## src/rtl/ser_arith_pkg.sv

```systemverilog
// ----------------------------------------------------------------------------
// ser_arith_pkg
// Shared definitions for the bit-serial arithmetic blocks.
//   state_t        : control FSM encoding (IDLE, SHIFT, DONE), 2 bits
//   DEFAULT_WIDTH  : default operand/result width
// Optional feature macro used by the blocks importing this package:
//   SERIAL_SUB_ADD_MODE_EN (adds a sub/add mode select)
// ----------------------------------------------------------------------------
package ser_arith_pkg;

    typedef enum logic [1:0] {
        IDLE  = 2'd0,
        SHIFT = 2'd1,
        DONE  = 2'd2
    } state_t;

    localparam int DEFAULT_WIDTH = 4;

endpackage

```

## src/rtl/serial_subtractor_if.sv

```systemverilog
// ----------------------------------------------------------------------------
// serial_subtractor_if
// Request/response bundle of the serial subtractor.
//   start        : request, sampled only when the block is IDLE or DONE
//   a, b, bin    : operands, latched together with an accepted start
//   sub          : mode select (only with SERIAL_SUB_ADD_MODE_EN), 1 = subtract
//   busy         : high while the operation is shifting
//   done         : one-cycle pulse, d/bout valid from this cycle on
//   d, bout      : registered result and borrow (carry in add mode)
//   state        : debug view of the control FSM
// Modports: master (requester side), slave (serial_subtractor side).
//
// Handshake: a start seen at a clock edge while busy=0 is accepted at that
// edge and the operands are captured there; while busy=1 start is ignored
// and the operand inputs may change freely. The result is presented with a
// single done pulse; d/bout then hold until the next result or reset.
// A start asserted during the done cycle is accepted (back-to-back).
// ----------------------------------------------------------------------------
interface serial_subtractor_if
    import ser_arith_pkg::*;
#(
    parameter int WIDTH = DEFAULT_WIDTH
) ();

    logic             start;
    logic [WIDTH-1:0] a;
    logic [WIDTH-1:0] b;
    logic             bin;
`ifdef SERIAL_SUB_ADD_MODE_EN
    logic             sub;
`endif
    logic             busy;
    logic             done;
    logic [WIDTH-1:0] d;
    logic             bout;
    state_t           state;

    modport master (
        output start,
        output a,
        output b,
        output bin,
`ifdef SERIAL_SUB_ADD_MODE_EN
        output sub,
`endif
        input  busy,
        input  done,
        input  d,
        input  bout,
        input  state
    );

    modport slave (
        input  start,
        input  a,
        input  b,
        input  bin,
`ifdef SERIAL_SUB_ADD_MODE_EN
        input  sub,
`endif
        output busy,
        output done,
        output d,
        output bout,
        output state
    );

endinterface

```

## src/rtl/serial_subtractor_full_subtractor.sv

```systemverilog
// ----------------------------------------------------------------------------
// full_subtractor
// Combinational 1-bit subtract cell: d = a - b - bin, bout = borrow out.
// Ports:
//   a, b, bin : input bits
//   sub       : mode (only with SERIAL_SUB_ADD_MODE_EN); 1 = subtract,
//               0 = add (bin acts as carry-in, bout as carry-out)
//   d         : difference (or sum) bit
//   bout      : borrow-out (or carry-out)
// ----------------------------------------------------------------------------
module full_subtractor (
    input  logic a,
    input  logic b,
    input  logic bin,
`ifdef SERIAL_SUB_ADD_MODE_EN
    input  logic sub,
`endif
    output logic d,
    output logic bout
);

    logic x;

    assign x = a ^ b;
    // The result bit is the same XOR for addition and subtraction.
    assign d = x ^ bin;

`ifdef SERIAL_SUB_ADD_MODE_EN
    assign bout = sub ? ((~a & b) | (~x & bin))
                      : ((a & b) | (x & bin));
`else
    // Borrow when b exceeds a, or when they are equal and a borrow comes in.
    assign bout = (~a & b) | (~x & bin);
`endif

endmodule

```

## src/rtl/serial_subtractor.sv

```systemverilog
// ----------------------------------------------------------------------------
// serial_subtractor
// Bit-serial subtractor: d = a - b - bin (mod 2^WIDTH), LSB first, one bit
// per clock through a single full_subtractor cell and one borrow flip-flop.
// Ports:
//   clk  : rising-edge clock
//   rst  : asynchronous, active-high reset
//   bus  : serial_subtractor_if.slave (start/a/b/bin[/sub] in,
//          busy/done/d/bout/state out)
// Parameters:
//   WIDTH : operand/result width, >= 2
// Optional feature: SERIAL_SUB_ADD_MODE_EN adds bus.sub; sub=0 selects
// serial addition with bout as carry-out.
// Timing: start accepted at edge 0, WIDTH SHIFT cycles (busy=1), done high
// in the cycle after edge WIDTH.
// ----------------------------------------------------------------------------
module serial_subtractor
    import ser_arith_pkg::*;
#(
    parameter int WIDTH = DEFAULT_WIDTH
) (
    input  logic                clk,
    input  logic                rst,
    serial_subtractor_if.slave  bus
);

    localparam int              CW       = (WIDTH > 1) ? $clog2(WIDTH) : 1;
    localparam logic [CW-1:0]   LAST_BIT = CW'(WIDTH - 1);

    state_t           state;
    state_t           state_next;

    logic [WIDTH-1:0] a_sr;
    logic [WIDTH-1:0] b_sr;
    logic [WIDTH-1:0] r_sr;
    logic [WIDTH-1:0] d_q;
    logic [CW-1:0]    count;
    logic             borrow;
    logic             bout_q;

    logic             bit_d;
    logic             bit_bout;
    logic             load;
    logic             shift;
    logic             last;

`ifdef SERIAL_SUB_ADD_MODE_EN
    logic             sub_q;
`endif

    // ------------------------------------------------------------------
    // Bit slice
    // ------------------------------------------------------------------
    full_subtractor u_cell (
        .a    (a_sr[0]),
        .b    (b_sr[0]),
        .bin  (borrow),
`ifdef SERIAL_SUB_ADD_MODE_EN
        .sub  (sub_q),
`endif
        .d    (bit_d),
        .bout (bit_bout)
    );

    assign last = (count == LAST_BIT);

    // ------------------------------------------------------------------
    // Control FSM
    // ------------------------------------------------------------------
    always_ff @(posedge clk or posedge rst) begin
        if (rst) begin
            state <= IDLE;
        end else begin
            state <= state_next;
        end
    end

    always_comb begin
        state_next = state;
        load       = 1'b0;
        shift      = 1'b0;
        case (state)
            IDLE: begin
                if (bus.start) begin
                    load       = 1'b1;
                    state_next = SHIFT;
                end
            end
            SHIFT: begin
                shift = 1'b1;
                if (last) begin
                    state_next = DONE;
                end
            end
            DONE: begin
                // A new request in the done cycle starts the next op directly.
                if (bus.start) begin
                    load       = 1'b1;
                    state_next = SHIFT;
                end else begin
                    state_next = IDLE;
                end
            end
            default: begin
                state_next = IDLE;
            end
        endcase
    end

    // ------------------------------------------------------------------
    // Datapath
    // ------------------------------------------------------------------
    always_ff @(posedge clk or posedge rst) begin
        if (rst) begin
            a_sr   <= '0;
            b_sr   <= '0;
            r_sr   <= '0;
            d_q    <= '0;
            count  <= '0;
            borrow <= 1'b0;
            bout_q <= 1'b0;
`ifdef SERIAL_SUB_ADD_MODE_EN
            sub_q  <= 1'b1;
`endif
        end else if (load) begin
            a_sr   <= bus.a;
            b_sr   <= bus.b;
            r_sr   <= '0;
            count  <= '0;
            borrow <= bus.bin;
`ifdef SERIAL_SUB_ADD_MODE_EN
            sub_q  <= bus.sub;
`endif
        end else if (shift) begin
            a_sr   <= a_sr >> 1;
            b_sr   <= b_sr >> 1;
            borrow <= bit_bout;
            // Result bits enter at the MSB so the first (LSB) bit ends up
            // at position 0 after WIDTH shifts.
            r_sr   <= {bit_d, r_sr[WIDTH-1:1]};
            if (last) begin
                // Take the final bit straight from the cell; r_sr would only
                // hold it one edge later.
                d_q    <= {bit_d, r_sr[WIDTH-1:1]};
                bout_q <= bit_bout;
            end else begin
                count  <= count + 1'b1;
            end
        end
    end

    // ------------------------------------------------------------------
    // Outputs
    // ------------------------------------------------------------------
    assign bus.busy  = (state == SHIFT);
    assign bus.done  = (state == DONE);
    assign bus.d     = d_q;
    assign bus.bout  = bout_q;
    assign bus.state = state;

endmodule

```

## src/flat_wrapper.sv

```systemverilog
// flat-port wrapper written by rule: the top's interface ports become plain ports
module serial_subtractor_flat import ser_arith_pkg::*;
#(
    parameter int WIDTH = DEFAULT_WIDTH
)
  (clk, rst, bus_start, bus_a, bus_b, bus_bin, bus_busy, bus_done, bus_d, bus_bout, bus_state);
  serial_subtractor_if #(.WIDTH(WIDTH)) bus_i ();
  input  logic clk;
  input  logic rst;
  input wire logic [$bits(bus_i.start)-1:0] bus_start;
  input wire logic [$bits(bus_i.a)-1:0] bus_a;
  input wire logic [$bits(bus_i.b)-1:0] bus_b;
  input wire logic [$bits(bus_i.bin)-1:0] bus_bin;
  output wire logic [$bits(bus_i.busy)-1:0] bus_busy;
  output wire logic [$bits(bus_i.done)-1:0] bus_done;
  output wire logic [$bits(bus_i.d)-1:0] bus_d;
  output wire logic [$bits(bus_i.bout)-1:0] bus_bout;
  output wire logic [$bits(bus_i.state)-1:0] bus_state;
  assign bus_i.start = bus_start;
  assign bus_i.a = bus_a;
  assign bus_i.b = bus_b;
  assign bus_i.bin = bus_bin;
  assign bus_busy = bus_i.busy;
  assign bus_done = bus_i.done;
  assign bus_d = bus_i.d;
  assign bus_bout = bus_i.bout;
  assign bus_state = bus_i.state;
  serial_subtractor #(.WIDTH(WIDTH)) u_core (.clk(clk), .rst(rst), .bus(bus_i));
endmodule
```

## config.mk

```make
export PLATFORM = sky130hd
export DESIGN_NAME = serial_subtractor_flat
export DESIGN_NICKNAME = d
export VERILOG_FILES = /design/src/rtl/ser_arith_pkg.sv /design/src/rtl/serial_subtractor_if.sv /design/src/rtl/serial_subtractor_full_subtractor.sv /design/src/rtl/serial_subtractor.sv /design/src/flat_wrapper.sv
export SDC_FILE = /design/constraint.sdc
export NUM_CORES = 1
export LEC_CHECK = 0
export CAP_MARGIN = 0
export CORE_UTILIZATION = 37
export CTS_BUF_LIST = sky130_fd_sc_hd__clkbuf_8
export DETAILED_ROUTE_END_ITERATION = 10
export DONT_BUFFER_PORTS = 1
export GPL_ROUTABILITY_DRIVEN = 0
export SYNTH_ARGS = -nofsm -noshare
export SYNTH_HDL_FRONTEND = slang
export SYNTH_SLANG_ARGS = --single-unit
export TNS_END_PERCENT = 30
```

## constraint.sdc

```tcl
create_clock -name clk -period 1.3 [get_ports clk]
set_input_delay 0.13 -clock clk [delete_from_list [all_inputs] [get_ports clk]]
set_output_delay 0.13 -clock clk [all_outputs]
set_load 0.02 [all_outputs]
```

=== Yosys cells after proc, flatten, opt, wreduce, memory -nomap -nowiden ===
Index checks and enable logic that the tools add are counted.

* Latch bits: 0
* Bits in read-only memories: 0
* Memories kept: 0
* Register bits: 22
* Output and inout bits: 9
* RAM bits: 0
* Input port bits: 12
* Logic and storage cells: 47

* Add/sub/neg operators: 1
* Div/mod/pow operators: 0
* Shift-type cells: 0
* Multiply operators: 0
* Equality and inequality tests: 6
* Reductions and logical operators: 6
* Bitwise logic cells: 8
* Magnitude comparators: 0
* Mux-type cells: 18

{| class="wikitable"
|+ Operators with widths
! cell !! count
|-
| $mux 4 || 6
|-
| $mux 2 || 5
|-
| $mux 1 || 6
|-
| $pmux 2 s3 || 1
|-
| $eq 2x2->1 const B || 2
|-
| $ne 2x1->1 const B || 2
|-
| $reduce_and 2->1 || 2
|-
| $not 1->1 || 3
|-
| $reduce_and 3->1 || 1
|-
| $add 2x1->2 const B || 1
|-
| $and 1x1->1 || 2
|-
| $eq 2x1->1 const B || 1
|-
| $logic_not 2->1 || 1
|-
| $ne 2x2->1 const B || 1
|-
| $reduce_bool 2->1 || 1
|-
| $reduce_or 2->1 || 1
|-
| $xor 1x1->1 || 2
|-
| $or 1x1->1 || 1
|}

=== Depth between registers and ports, before layout ===
Gate-level depths: netlist (run 1).

* Depth in word-level cells: 6
* Mapped depth: 4
* Gate-level depth less buffers: 4

=== By module ===
A second synthesis (run 1) with hierarchy kept.

* Cell total of the unflattened synthesis: 88
* Area total of the unflattened synthesis: 1087.3 sq um

{| class="wikitable"
|+ By module, submodules not included
! module !! times used !! cells an instance !! area an instance (sq um) !! sequential area each (sq um)
|-
| serial_subtractor || 1 || 84 || 1056.0 || 525.5
|-
| full_subtractor || 1 || 4 || 31.3 || 0.0
|}

=== Least setup slack after synthesis (run 1) ===
OpenSTA, ideal clock, no wires.

* Kind: register to register
* Start: register u_core.state[1], in the netlist u_core.bus.state[1]
* End: register u_core.count[0]
* Arrival time: 1.182 ns
* Buffers on the path: 1
* Library setup time: 0.122 ns
* Clock period less this slack: 1.304 ns
* Stages on the path, launching flop included: 5
* Data required time: 1.178 ns
* Path slack: -0.004 ns
* Path through: dfrtp_1 > buf_2 > or3b_4 > nand3_1 > o21ai_1

* Word-level cells in the longest chain between the ends: 5
* Elaborated cells on any way between the ends: 10
* Those cells by class: 3 x eq/ne; 3 x mux; 4 x reduce/logical

{| class="wikitable"
|+ RTL lines
! what !! RTL line !! RTL
|-
| start: declaration || serial_subtractor.sv:30 || <nowiki>state_t state;</nowiki>
|-
| start signal: assignment || serial_subtractor.sv:74 || <nowiki>state <= state_next;</nowiki>
|-
| $eq 2x2->1 / $logic_not 2->1 (equally long branches) || serial_subtractor.sv:82 || <nowiki>case (state)</nowiki>
|-
| $reduce_or 2->1 (no line) || - ||
|-
| $mux 1 || - ||
|-
| $ne 2x1->1 (no line) / $reduce_bool 2->1 (equally long branches) || - ||
|-
| $reduce_and 2->1 (no line) || - ||
|-
| end signal: assignment || serial_subtractor.sv:147 || <nowiki>count <= count + 1'b1;</nowiki>
|-
| end: declaration || serial_subtractor.sv:37 || <nowiki>logic [CW-1:0] count;</nowiki>
|}

Parallel ways exist; a longest one is shown, timed or not.
A chain may end at the register's enable or synchronous reset.

=== Worst setup path in the final report (run 1) ===
* Start: register u_core.b_sr[0]
* End: register u_core.d_q[3], in the netlist u_core.bus.d[3]

* Word-level cells in the longest chain between the ends: 2

{| class="wikitable"
|+ RTL lines
! what !! RTL line !! RTL
|-
| start: declaration || serial_subtractor.sv:34 || <nowiki>logic [WIDTH-1:0] b_sr;</nowiki>
|-
| start signal: assignment || serial_subtractor.sv:127 || <nowiki>b_sr <= bus.b;</nowiki>
|-
| start signal: assignment || serial_subtractor.sv:136 || <nowiki>b_sr <= b_sr >> 1;</nowiki>
|-
| $xor 1x1->1 || serial_subtractor_full_subtractor.sv:24 || <nowiki>assign x = a ^ b;</nowiki>
|-
| $xor 1x1->1 || serial_subtractor_full_subtractor.sv:26 || <nowiki>assign d = x ^ bin;</nowiki>
|-
| via u_core.bit_d || serial_subtractor.sv:41 || <nowiki>logic bit_d;</nowiki>
|-
| end signal: assignment || serial_subtractor.sv:144 || <nowiki>d_q <= {bit_d, r_sr[WIDTH-1:1]};</nowiki>
|-
| end: declaration || serial_subtractor.sv:36 || <nowiki>logic [WIDTH-1:0] d_q;</nowiki>
|}

The timed path passes the listed nets, and every way through them passes these cells.

==> run summary, run 1 <==
Starting Density: 39.0%
Pint: 1.95 mW
# Max-Cap Violations: 0
number of unique standard cell types used by synthesis: 27
# nets final: 109
first-pass GRT wire length: 2.77 mm
setup_tns: 0 ns
Seq pwr share: 41.9%
Port Buffers: 0
DR pass1 iterations: 4
Main synth FF type: dfrtp_1
Pleak: 0.580 nW
multi-input combinational cell area: 423 µm²
CTS tree: built
post-layout min period: 1.28 ns
Area Growth Syn to Fin: 23.8%
antenna violations before repair: 0
Yosys top cell area share: 54.3%
Max Freq: 779 MHz
crit-path max cell delay: 0.51 ns
Post-synth EDFFs: 0
gr usage total: 14.2%
final worst path period share: 98.7%
most common cell in the synthesized netlist: dfrtp_1
synthesized area: 967 µm²
sequential element share of the synthesized area: 54.3%
final cell count without fillers: 124
area leader, netlist: dfrtp_1
status: complete, no violations
share of layout cells above drive strength 1: 36.2%
syn avg cell area: 12.4 µm²
via count: 652
Synth async-reset ratio: 100%
sequential cell area: 528 µm²
Area after DPL: 1070 µm²
WP data required: 1.45 ns
total gr overflow: 0
Die Span Y: 53.1 µm
Cell Chain, Critical Path: inv_2 -> fa_1 -> mux2_4
Cell Pwr Density: 2610 nW/µm²
crit end category: flip-flop
WHS Path Cells: 1
Synth area leaders: dfrtp_1 54%, mux2_4 6.2%, a22o_1 4.5%, a21oi_1 3.1%, mux2i_1 3.1%
clk root buf: clkbuf_8
dpl cells: 115
crit path max-delay cell type: fa_1
VDD IR max: 1610 µV
Max Slew Vio Count: 0
DRT Wirelength: 1.73 mm
PnR worst setup slack: 0.0163 ns
CTS Buf Count: 3
Antenna Cells: 0
Die X-Extent: 53.1 µm
largest net degree at the start of global routing: 22
synth warn: 0
Die Area: 2820 µm²
Worst Clk Skew: 0.00367 ns
NetSw: 1.17 mW
Design Area, Final: 1200 µm²
Post-Place Setup Slack: -0.0142 ns
Logic pwr share: 44.7%
Tightest Hold Check Type: in2reg
RSZ-0062 raised after global routing: yes
Worst-Skew Late Latency: 0.26 ns
Max FO, Critical Path: 2
Clock power frac: 13.4%
core area: 2480 µm²
Yosys reg bits: 21
Final setup viols: 0
top cells by count, synth: 21 x dfrtp_1, 8 x inv_1, 6 x a21oi_1
I/O pin count: 21
clk slew on worst S/H paths: 0.08 ns
WL per Instance: 13.9 µm
CTS Buffer Depth: 2
H-tree Lvls: 1
Detail Route Antenna Nets: 0
Worst slew margin: 82.0%
final hold vios: 0
Setup Crit Path Kind: reg2reg
HPWL Detailed: 1.25 mm
DRC: 0
vias in the first global route: 607
Crit path arrival time: 1.43 ns
worst-margin pin slew: 0.271 ns
DR vias/cell: 5.26
switch share: 37.5%
Iter 0 DRT Violations: 14
CP Launch Type: flip-flop
Mapped Cells: 78
R2R depth: 3
Net Count, Synth: 92
FP Rows: 18
Fillers: 241
clk sink count: 21
## flip-flops by register name, indices dropped and copies added (netlist names)
register	cells
u_core.b_sr	4
u_core.borrow	1
u_core.r_sr	3
u_core.a_sr	4
u_core.bus.d	4
u_core.bus.state	2
u_core.bus.bout	1
u_core.count	2
## area by class of cell
type | count | area share, %
well taps | 30 | 3.13
repair buffers | 14 | 10.9
inverters | 8 | 2.72
clock inverters | 1 | 0.418
flip-flops and latches | 21 | 44.1
clock buffers | 3 | 3.45
multi-input cells | 47 | 35.3
## cell usage in the layout (no fill, tap or decap), types with 4 or more instances in the layout
cell type / synthesis / final
a21oi_1: 6 / 6
a22o_1: 5 / 5
buf_4: 0 / 9
dfrtp_1: 21 / 19
inv_1: 8 / 5
mux2_4: 4 / 4
## worst paths after layout
| path | start | endpoint | slack (ns) |
|---|---|---|---|
| max | u_core.b_sr[0] | u_core.bus.d[3] | 0.02 |
| min | bus_a[3] | u_core.a_sr[3] | 0.008 |
| max reg2reg | u_core.b_sr[0] | u_core.bus.d[3] | 0.02 |
| min reg2reg | u_core.b_sr[3] | u_core.b_sr[3] | 0.52 |
| max in group asynchronous | rst | u_core.bus.state[1] | 0.73 |
| min in group asynchronous | rst | u_core.bus.d[0] | 0.34 |
## worst max-delay path: cells and delay by family (launching register included)
family / cells / cell delay [ns]
adder cells (fa/ha/maj): 1 / 0.51
multiplexers: 1 / 0.28
flip-flops: 1 / 0.34
buffers and inverters: 1 / 0.05
## cells by family (layout without fill, tap and decap cells)
| group | count (synthesis) | after routing | share of synthesized area [%] |
|---|---|---|---|
| AO/OA/AOI/OAI | 22 | 22 | 15.9 |
| adder cells (fa/ha/maj) | 2 | 2 | 3.36 |
| buffers and inverters | 10 | 26 | 4.79 |
| flip-flops | 21 | 21 | 54.3 |
| multiplexers | 8 | 8 | 10.5 |
| AND/OR/NAND/NOR | 15 | 15 | 11.1 |
## metrics by stage
| stage | hold WS (ns) | util, % | power, mW |
|---|---|---|---|
| CTS | 0.00186 | 46.5 | 3.04 |
| finish | 0.00801 | 48.3 | 3.12 |
| detailed placement | 0.0718 | 43.1 | 2.55 |
| global route | 0.00743 | 48.3 | 3.34 |
| global placement | 0.0705 | 43.1 | 2.49 |
| floorplan | 0.107 | - | 2.16 |
## power by group through the flow
stage,clock (mW),combinational (mW),sequential [mW]
floorplan,0,0.925,1.23
global placement,0,1.20,1.28
detailed placement,0,1.26,1.29
CTS,0.436,1.31,1.30
global route,0.466,1.53,1.35
finish,0.419,1.39,1.31
## metal layers
layer,wire length [µm],track usage [%],vias to the layer above
met5,0,0,-
met4,9,3.95,0
met3,93,6.03,2
met2,833,22.2,22
met1,789,17.9,317
li1,-,-,311
## timing repair
item / in CTS / in global routing
buffers inserted: 0 / 3
hold buffers: 2 / 0
endpoints found under the hold margin: 22 / 0
resized for setup: 8 / 4
endpoints found under the setup margin: 5 / 5
pin swaps: 1 / 1
(Power assumes the default switching activity.)
==> run 2: changes to the inputs <==
CORE_UTILIZATION = 40   (was 37)
==> run 2 against run 1 <==
Global-route usage rose by 0.70 points. Cell count fell by 1.6%. Register-to-register slack about the same. Fmax rose by 0.54%. Worst hold slack improved by 0.044 ns. Worst setup slack gained 0.0069 ns. First-iteration DRC count shrank 50%. Via count down 4.1%. Clock-buffer cell count unchanged. Critical path depth unchanged. Power shrank 2.9%. Sequential power hardly changed. Critical path type is now reg2out. Critical endpoint is now bus_done. Highest routed layer unchanged.
==> run summary, run 2 (synthesis gave the netlist of run 1 again) <==
HPWL Detailed: 1.21 mm (-3.5%)
CTS Buf Count: 3 (unchanged)
H-tree Lvls: 1 (unchanged)
CP Buf/Inv Count: 2 (+1)
Iter 0 DRT Violations: 7 (-7)
crit path max-delay cell type: dfrtp_2
crit-path max cell delay: 0.46 ns (-0.05 ns)
Tightest Hold Check Type: in2reg
status: complete, no violations
post-layout min period: 1.28 ns (-0.00693 ns)
Crit path arrival time: 1.15 ns (-0.28 ns)
Final setup viols: 0 (unchanged)
Max FO, Critical Path: 7 (+5)
final worst path period share: 98.2% (-0.53 points)
hold slack: 0.0518 ns (+0.0438 ns)
DRT Wirelength: 1.69 mm (-2.3%)
antenna violations before repair: 0 (unchanged)
# Max-Cap Violations: 0 (unchanged)
Worst Clk Skew: 0.000727 ns (-0.00295 ns)
DR pass1 iterations: 4 (unchanged)
share of layout cells above drive strength 1: 31.9% (-4.3 points)
DR vias/cell: 5.12 (-2.6%)
CTS Buffer Depth: 2 (unchanged)
Cell Pwr Density: 2580 nW/µm² (-1.0%)
first-pass GRT wire length: 2.84 mm (+2.7%)
Max Freq: 783 MHz (+0.54%)
clk root buf: clkbuf_8
DRC: 0 (unchanged)
crit end category: output port
clk slew on worst S/H paths: 0.07 ns (about the same)
RSZ-0062 raised after global routing: yes
most common cell after layout, fill and taps aside: dfrtp_1
Design Area, Final: 1170 µm² (-1.9%)
Antenna Cells: 0 (unchanged)
I/O pin count: 21 (unchanged)
worst-margin pin slew: 0.268 ns (-0.00297 ns)
core area: 2250 µm² (-9.0%)
CP Launch Type: flip-flop
final hold vios: 0 (unchanged)
final cell count without fillers: 122 (-1.6%)
Port Buffers: 0 (unchanged)
Pleak: 0.580 nW (about the same)
Setup Crit Path Kind: reg2out
CTS tree: built
Fillers: 206 (-15%)
gr usage total: 14.9% (+0.70 points)
VDD IR max: 1260 µV (-22%)
FP Rows: 17 (-1)
Worst-Skew Late Latency: 0.26 ns (about the same)
Die X-Extent: 51.2 µm (-3.7%)
Cell Chain, Critical Path: buf_6 -> nor2b_1 -> buf_4
dpl cells: 113 (-1.7%)
via count: 625 (-4.1%)
WL per Instance: 13.8 µm (-0.72%)
Detail Route Antenna Nets: 0 (unchanged)
Die Span Y: 51.2 µm (-3.7%)
# nets final: 109 (unchanged)
Worst slew margin: 82.2% (+0.20 points)
clk sink count: 21 (unchanged)
Area Growth Syn to Fin: 21.5%
WP data required: 1.17 ns (-0.28 ns)
most frequent cells in the layout: 19 x dfrtp_1, 9 x buf_4, 7 x inv_1, 6 x a21oi_1, 5 x a22o_1
Starting Density: 42.9% (+3.9 points)
Die Area: 2620 µm² (-7.2%)
vias in the first global route: 657 (+8.2%)
total gr overflow: 0 (unchanged)
Area after DPL: 1070 µm² (-0.23%)
family with the most delay on the worst path: flip-flops
largest net degree at the start of global routing: 22 (unchanged)
Max Slew Vio Count: 0 (unchanged)
run 2: per-stage QoR:
step,total power [mW],setup TNS [ns],utilization (%),setup WS (ns)
after floorplan,2.16,0,-,0.00671
after global placement,2.49,0,47.3,0.0130
after detailed placement,2.53,-0.00360,47.3,-0.00360
after CTS,3.03,0,51.4,0.00759
after global routing,3.26,-0.0911,52.1,-0.0261
final,3.03,0,52.1,0.0232
run 2: final timing paths:
| kind | slack [ns] | startpoint | cells past startpoint | to |
|---|---|---|---|---|
| worst max-delay path | 0.02 | u_core.bus.state[1] | 3 | bus_done |
| worst min-delay path | 0.05 | bus_a[1] | 2 | u_core.a_sr[1] |
| worst max register to register | 0.02 | u_core.b_sr[0] | 3 | u_core.bus.d[3] |
| worst min register to register | 0.52 | u_core.b_sr[1] | 2 | u_core.b_sr[1] |
| max in group asynchronous | 0.74 | rst | 3 | u_core.bus.state[0] |
| min in group asynchronous | 0.34 | rst | 3 | u_core.count[1] |
run 2: layout make-up:
class	instances	area, µm²	area share [%]
tap	28	35.0	2.98
timing repair buffer	14	129	11.0
sequential	21	528	44.9
clock buffer	3	41.3	3.51
multi-input combinational	47	405	34.5
clock inverter	1	3.75	0.319
inverter	8	32.5	2.77
run 2: power breakdown:
group | total [mW] | internal [mW] | switching, mW
clock | 0.422 | 0.211 | 0.211
sequential | 1.29 | 0.957 | 0.330
combinational | 1.32 | 0.732 | 0.588
total | 3.03 | 1.90 | 1.13
run 2: layer usage:
layer  up-vias  routed length, µm  track usage [%]  part of all wire (%)
li1        308                  -                -                     -
met1       296                780             18.7                    46
met2        19                794             23.2                    47
met3         2                102             6.55                   6.1
met4         0                  8             4.17                  0.47
met5         -                  0                0                     0
run 2: what timing repair did:
item / 4_1_cts / 5_1_grt
setup buffers: 0 / 2
endpoints found under the setup margin: 5 / 4
resized for setup: 8 / 1
endpoints found under the hold margin: 23 / 0
hold buffers: 3 / 0
pin swaps: 1 / 2
